<file path="src/rtl/watch_pkg.sv">
// Shared limits, prescaler width and run-state encoding for the digital watch.
package watch_pkg;

    localparam int unsigned SEC_MAX = 59;
    localparam int unsigned MIN_MAX = 59;
    localparam int unsigned HR_MAX  = 23;

    // Prescaler holds 0..CLK_DIV-1 with CLK_DIV up to 2^20.
    localparam int unsigned PRESC_W = 20;

    typedef enum logic {
        STOPPED = 1'b0,
        RUNNING = 1'b1
    } state_e;

endpackage

</file>
<file path="src/rtl/bin2bcd_2digit.sv">
// Converts a binary value 0..59 into tens/ones BCD digits.
module bin2bcd_2digit (
    input  logic [5:0] bin_i,
    output logic [3:0] tens_o,
    output logic [3:0] ones_o
);

    logic [5:0] sub;

    // Compare ladder keeps the tens digit within 0..5 for any legal input.
    always_comb begin
        tens_o = 4'd0;
        sub    = 6'd0;
        if (bin_i >= 6'd50) begin
            tens_o = 4'd5;
            sub    = 6'd50;
        end else if (bin_i >= 6'd40) begin
            tens_o = 4'd4;
            sub    = 6'd40;
        end else if (bin_i >= 6'd30) begin
            tens_o = 4'd3;
            sub    = 6'd30;
        end else if (bin_i >= 6'd20) begin
            tens_o = 4'd2;
            sub    = 6'd20;
        end else if (bin_i >= 6'd10) begin
            tens_o = 4'd1;
            sub    = 6'd10;
        end
        ones_o = 4'(bin_i - sub);
    end

endmodule

</file>
<file path="src/rtl/param_watch.sv">
// Run/stop digital watch: binary time core, prescaled one-second tick,
// load with range check, and 12/24-hour BCD display.
//
// state   | meaning
// STOPPED | prescaler and time frozen; loads and mode changes still accepted
// RUNNING | prescaler counts; time advances on each tick
module param_watch
    import watch_pkg::*;
#(
    parameter int unsigned CLK_DIV   = 1,
    parameter bit          RESET_24H = 1'b1
) (
    input  logic       clk,
    input  logic       reset,
    input  logic       start_resume,
    input  logic       stop,
    input  logic       set_time,
    input  logic [4:0] set_hr,
    input  logic [5:0] set_min,
    input  logic [5:0] set_sec,
    input  logic       mode_toggle,
    output logic [3:0] hr1,
    output logic [3:0] hr0,
    output logic [3:0] min1,
    output logic [3:0] min0,
    output logic [3:0] sec1,
    output logic [3:0] sec0,
    output logic       pm,
    output logic       mode_24h,
    output logic       daypass,
    output logic       set_err,
    output logic       running
);

    localparam logic [PRESC_W-1:0] DIV_M1 = PRESC_W'(CLK_DIV - 1);

    state_e             state_q, state_d;
    logic [PRESC_W-1:0] presc_q, presc_d;
    logic [4:0]         hr_q, hr_d;
    logic [5:0]         min_q, min_d;
    logic [5:0]         sec_q, sec_d;
    logic               mode_q, mode_d;
    logic               daypass_q, daypass_d;
    logic               set_err_q, set_err_d;

    logic               tick;
    logic               set_ok;
    logic [4:0]         hr_disp;

    always_comb begin
        state_d = state_q;
        if (stop) begin
            state_d = STOPPED;
        end else if (start_resume) begin
            state_d = RUNNING;
        end
    end

    assign tick   = (state_q == RUNNING) && (presc_q == DIV_M1);
    assign set_ok = (set_hr <= 5'(HR_MAX)) && (set_min <= 6'(MIN_MAX)) &&
                    (set_sec <= 6'(SEC_MAX));

    // A valid load wins over any coincident tick; a rejected load freezes
    // time and prescaler for that cycle.
    always_comb begin
        presc_d   = presc_q;
        hr_d      = hr_q;
        min_d     = min_q;
        sec_d     = sec_q;
        mode_d    = mode_q ^ mode_toggle;
        daypass_d = 1'b0;
        set_err_d = 1'b0;
        if (set_time && set_ok) begin
            hr_d    = set_hr;
            min_d   = set_min;
            sec_d   = set_sec;
            presc_d = '0;
        end else if (set_time) begin
            set_err_d = 1'b1;
        end else begin
            if (state_q == RUNNING) begin
                presc_d = tick ? '0 : presc_q + PRESC_W'(1);
            end
            if (tick) begin
                if (sec_q == 6'(SEC_MAX)) begin
                    sec_d = 6'd0;
                    if (min_q == 6'(MIN_MAX)) begin
                        min_d = 6'd0;
                        if (hr_q == 5'(HR_MAX)) begin
                            hr_d      = 5'd0;
                            daypass_d = 1'b1;
                        end else begin
                            hr_d = hr_q + 5'd1;
                        end
                    end else begin
                        min_d = min_q + 6'd1;
                    end
                end else begin
                    sec_d = sec_q + 6'd1;
                end
            end
        end
    end

    always_ff @(posedge clk) begin
        if (reset) begin
            state_q   <= STOPPED;
            presc_q   <= '0;
            hr_q      <= 5'd0;
            min_q     <= 6'd0;
            sec_q     <= 6'd0;
            mode_q    <= RESET_24H;
            daypass_q <= 1'b0;
            set_err_q <= 1'b0;
        end else begin
            state_q   <= state_d;
            presc_q   <= presc_d;
            hr_q      <= hr_d;
            min_q     <= min_d;
            sec_q     <= sec_d;
            mode_q    <= mode_d;
            daypass_q <= daypass_d;
            set_err_q <= set_err_d;
        end
    end

    // 12-hour view: 0 -> 12, 13..23 -> 1..11.
    always_comb begin
        hr_disp = hr_q;
        if (!mode_q) begin
            if (hr_q == 5'd0) begin
                hr_disp = 5'd12;
            end else if (hr_q > 5'd12) begin
                hr_disp = hr_q - 5'd12;
            end
        end
    end

    bin2bcd_2digit u_hr_bcd (
        .bin_i  ({1'b0, hr_disp}),
        .tens_o (hr1),
        .ones_o (hr0)
    );

    bin2bcd_2digit u_min_bcd (
        .bin_i  (min_q),
        .tens_o (min1),
        .ones_o (min0)
    );

    bin2bcd_2digit u_sec_bcd (
        .bin_i  (sec_q),
        .tens_o (sec1),
        .ones_o (sec0)
    );

    assign pm       = (hr_q >= 5'd12);
    assign mode_24h = mode_q;
    assign running  = (state_q == RUNNING);
    assign daypass  = daypass_q;
    assign set_err  = set_err_q;

endmodule

</file>
<file path="config.mk">
export PLATFORM = sky130hd
export DESIGN_NAME = param_watch
export DESIGN_NICKNAME = d
export VERILOG_FILES = /design/src/rtl/watch_pkg.sv /design/src/rtl/bin2bcd_2digit.sv /design/src/rtl/param_watch.sv
export SDC_FILE = /design/constraint.sdc
export NUM_CORES = 1
export LEC_CHECK = 0
export CORE_ASPECT_RATIO = 1.75
export CORE_MARGIN = 2
export CORE_UTILIZATION = 35
export CTS_CLUSTER_DIAMETER = 80
export DETAILED_ROUTE_END_ITERATION = 8
export GPL_TIMING_DRIVEN = 0
export PLACE_DENSITY_LB_ADDON = 0.2
export RECOVER_POWER = 50
export SLEW_MARGIN = 20
export SYNTH_ARGS = -nofsm -noshare
export SYNTH_HDL_FRONTEND = slang
export SYNTH_SLANG_ARGS = --single-unit
</file>
<file path="constraint.sdc">
create_clock -name clk -period 4.7 [get_ports clk]
set_clock_uncertainty 0.1 [all_clocks]
set_input_delay 0.94 -clock clk [delete_from_list [all_inputs] [get_ports clk]]
set_output_delay 0.94 -clock clk [all_outputs]
set_load 0.05 [all_outputs]
</file>
==> metrics.cfg <==
[global_routing]
grt_max_degree = 12
grt_pass1_wl_mm = 12.14
overflow = 0
grt.total_usage = 0.1629
antenna_found_initial = 0
grt_pass1_vias = 2672

[synthesis]
ys_warn_count = 0
async_flop_share = 0
synth_mux_area_frac = 0.02695
synth_top_family_by_area = simple AND/OR/NAND/NOR gates
synth.cell_area_um2 = 2972
yosysSeqAreaShare = 0.2762
synth_edf_count = 0
avgSynthCellArea_um2 = 7.779
synth-xor-area-share = 0.07074
synth-main-ff-cell = dfxtp_1
synthAdderAreaFrac = 0.08758
yosys.area_share.simple = 0.3044
ys_types = 61
synthCells = 382
synth-seq-cells = 41
synth-compound-area-share = 0.1587

[clock_tree]
clkTransAtPathRegs_ns = 0.06
worst_skew_pair.late_latency_ns = 0.28
clk_path_buf_depth = 2
numCtsBuffers = 5
ctsHoldBuffers = 0
cts_root_buf = clkbuf_16
cts_tree = yes
htreeDepth = 2
cts_sinks = 41

[power]
netSwitchingFraction = 0.3689
ir_drop_v = 0.0002217
power_leakage_nw = 1.433
power.net_switching_w = 0.0004205
seq_power_share = 0.329
combinationalPowerShare = 0.376
p_per_area_nw_per_um2 = 306.8
p_int_w = 0.0007192
clockPowerShare = 0.295

[critical_path]
cp_cell_sequence = inv_1 > ha_1 > a211o_1 > o41ai_2 > nand2_1 > xnor2_1 > a21oi_2 > ha_1 > inv_1 > clkdlybuf4s50_1
end_kind = primary output
critPathRequiredTime_ns = 3.66
slowest_delay_ns = 0.79
crit_fanout = 8
path_class = reg -> out
critPathArrivalTime_ns = 3.39
cp-start-kind = register
slowest_stage = clkdlybuf4s50_1

[timing]
finalSetupViolCount = 0
fmax_mhz = 225.5
worstMarginPinSlew_ns = 1.362
tns_ns = 0
hold_violations = 0
rsz0062_at_grt = no
post-route-min-period_ns = 4.434
slew_headroom = 0.08531
period_share = 0.9435
final-max-slew-violation-count = 0
finalWorstSetupSlack_ns = 0.2656

[routing]
avgViaCountPerCell = 5.368
ant_nets = 0
dr_total_vias = 2845
wirelength_mm = 7.215
post_drt_wl_per_cell_um = 13.61
drtIter0Drc = 96
dr.pass1.iters = 5
route.detailed.drc = 0

[worst_hold_path]
min_path_type = reg -> reg

[floorplan]
io_pins = 52
rows = 44
initial_core_util = 0.3598
die_w_um = 73.66
die_height_um = 125.9
dieArea_um2 = 9273
coreArea_um2 = 8258

[placement]
port_buffers = 46
place_congestion = 0.8221
dp_slack_ns = -0.1680
place_hpwl_mm = 5.751

[run_status]
status = complete, no violations

[cells_and_area]
multi_input_area_um2 = 1967
n_antenna_cell = 0
final_nets = 480
nFillCells = 850
register_area_um2 = 820.8
final_util = 0.4498
synthToLayoutAreaGrowth_pct = 25.01
layout-drive-gt1-share = 0.07534

[flow_run]
max-cap-violations = 0

-- repair_timing --
item,CTS,global route
endpoints found under the setup margin,2,2
gates resized for setup,3,4
setup buffers,0,0
-- synth_stat cells, types with 5 or more instances --
| cell | number | area share |
|---|---|---|
| a211oi_1 | 8 | 0.020 |
| a21oi_1 | 12 | 0.020 |
| a31oi_1 | 5 | 0.011 |
| buf_4 | 7 | 0.018 |
| clkbuf_1 | 14 | 0.018 |
| dfxtp_1 | 41 | 0.28 |
| ha_1 | 16 | 0.067 |
| inv_1 | 26 | 0.033 |
| mux2i_1 | 8 | 0.027 |
| nand2_1 | 35 | 0.044 |
| nand2b_1 | 6 | 0.013 |
| nand3_1 | 16 | 0.027 |
| nand4_1 | 10 | 0.021 |
| nor2_1 | 46 | 0.058 |
| nor2b_1 | 9 | 0.019 |
| nor3_1 | 7 | 0.012 |
| o21ai_0 | 17 | 0.029 |
| or3_1 | 7 | 0.015 |
| xnor2_1 | 9 | 0.027 |
| xor2_1 | 15 | 0.044 |
-- stage by stage --
step / std cells / hold WS, ns / power (W) / area, um2
2_1_floorplan: 385 / 0.3615 / 0.0006903 / 3005
3_3_place_gp: 523 / 0.3755 / 0.0008209 / 3581
3_5_place_dp: 523 / 0.3783 / 0.0008229 / 3581
4_1_cts: 530 / 0.4015 / 0.001158 / 3729
5_1_grt: 530 / 0.4403 / 0.001198 / 3715
6_report: 530 / 0.4001 / 0.001140 / 3715
-- per-layer routing --
layer | global-route usage | vias up | part of all wire
met4 | 0.06524 | 0 | 0.020
met3 | 0.02960 | 11 | 0.039
met2 | 0.2967 | 68 | 0.54
met1 | 0.1783 | 1324 | 0.40
met5 | 0 | - | 0
li1 | - | 1442 | -
-- sequential cells by signal, summed over array words and instances, names as in the netlist --
register / cells
hr_q: 5
set_err: 1
min_q: 6
mode_24h: 1
running: 1
sec_q: 6
daypass: 1
presc_q: 20
-- final timing paths --
path	start	end	slack, ns	cells past startpoint
worst min-delay path	presc_q[1]	presc_q[1]	0.40	2
worst max register to register	min_q[0]	hr_q[3]	2.00	7
worst min register to register	presc_q[1]	presc_q[1]	0.40	2
worst max-delay path	hr_q[2]	hr0[1]	0.27	10
-- layout by cell type, fill, tap and decap left out, drive strengths merged, types with 3 or more instances in the layout --
cell,instances
a211oi,8
a21oi,12
a311oi,4
a31oi,5
and2,4
and3,3
and3b,3
buf,9
clkbuf,25
clkdlybuf4s50,35
conb,4
dfxtp,41
dlygate4sd3,9
fa,3
ha,16
inv,26
mux2i,8
nand2,35
nand2b,6
nand3,17
nand4,10
nor2,46
nor2b,9
nor3,8
nor4,7
nor4b,3
o21ai,17
o22ai,3
or3,7
xnor2,9
xor2,15
-- power by group through the flow --
stage / sequential, W / clock (W) / combinational, W
after floorplan: 0.000385 / 0 / 0.000306
after global placement: 0.000383 / 0 / 0.000438
after detailed placement: 0.000383 / 0 / 0.000440
after CTS: 0.000375 / 0.000347 / 0.000437
after global routing: 0.000378 / 0.000362 / 0.000458
final: 0.000375 / 0.000336 / 0.000429
-- cell type report --
type                       count  area share
tap                           92     0.03099
clock buffer                   7     0.03840
inverter                      26     0.02627
buffer                        25     0.03267
timing repair buffer          46      0.1213
sequential                    41      0.2209
multi-input combinational    293      0.5295
-- worst max-delay path, delay by kind of cell (launching register included) --
kind / cells / cell delay [ns]
AOI/OAI and AO/OA: 3 / 0.71
xor gates and xnor gates: 1 / 0.22
DFF: 1 / 0.46
and+or+nand+nor: 1 / 0.16
buffers and inverters: 3 / 1.02
adders and majority gates: 2 / 0.54
-- kinds of logic after synthesis --
family,after synthesis
muxes,8
DFF,41
AOI/OAI and AO/OA,70
and+or+nand+nor,168
buffers and inverters,51
xor gates and xnor gates,24
other,1
adders and majority gates,19
Note: power is estimated with default switching activity, not from simulation.
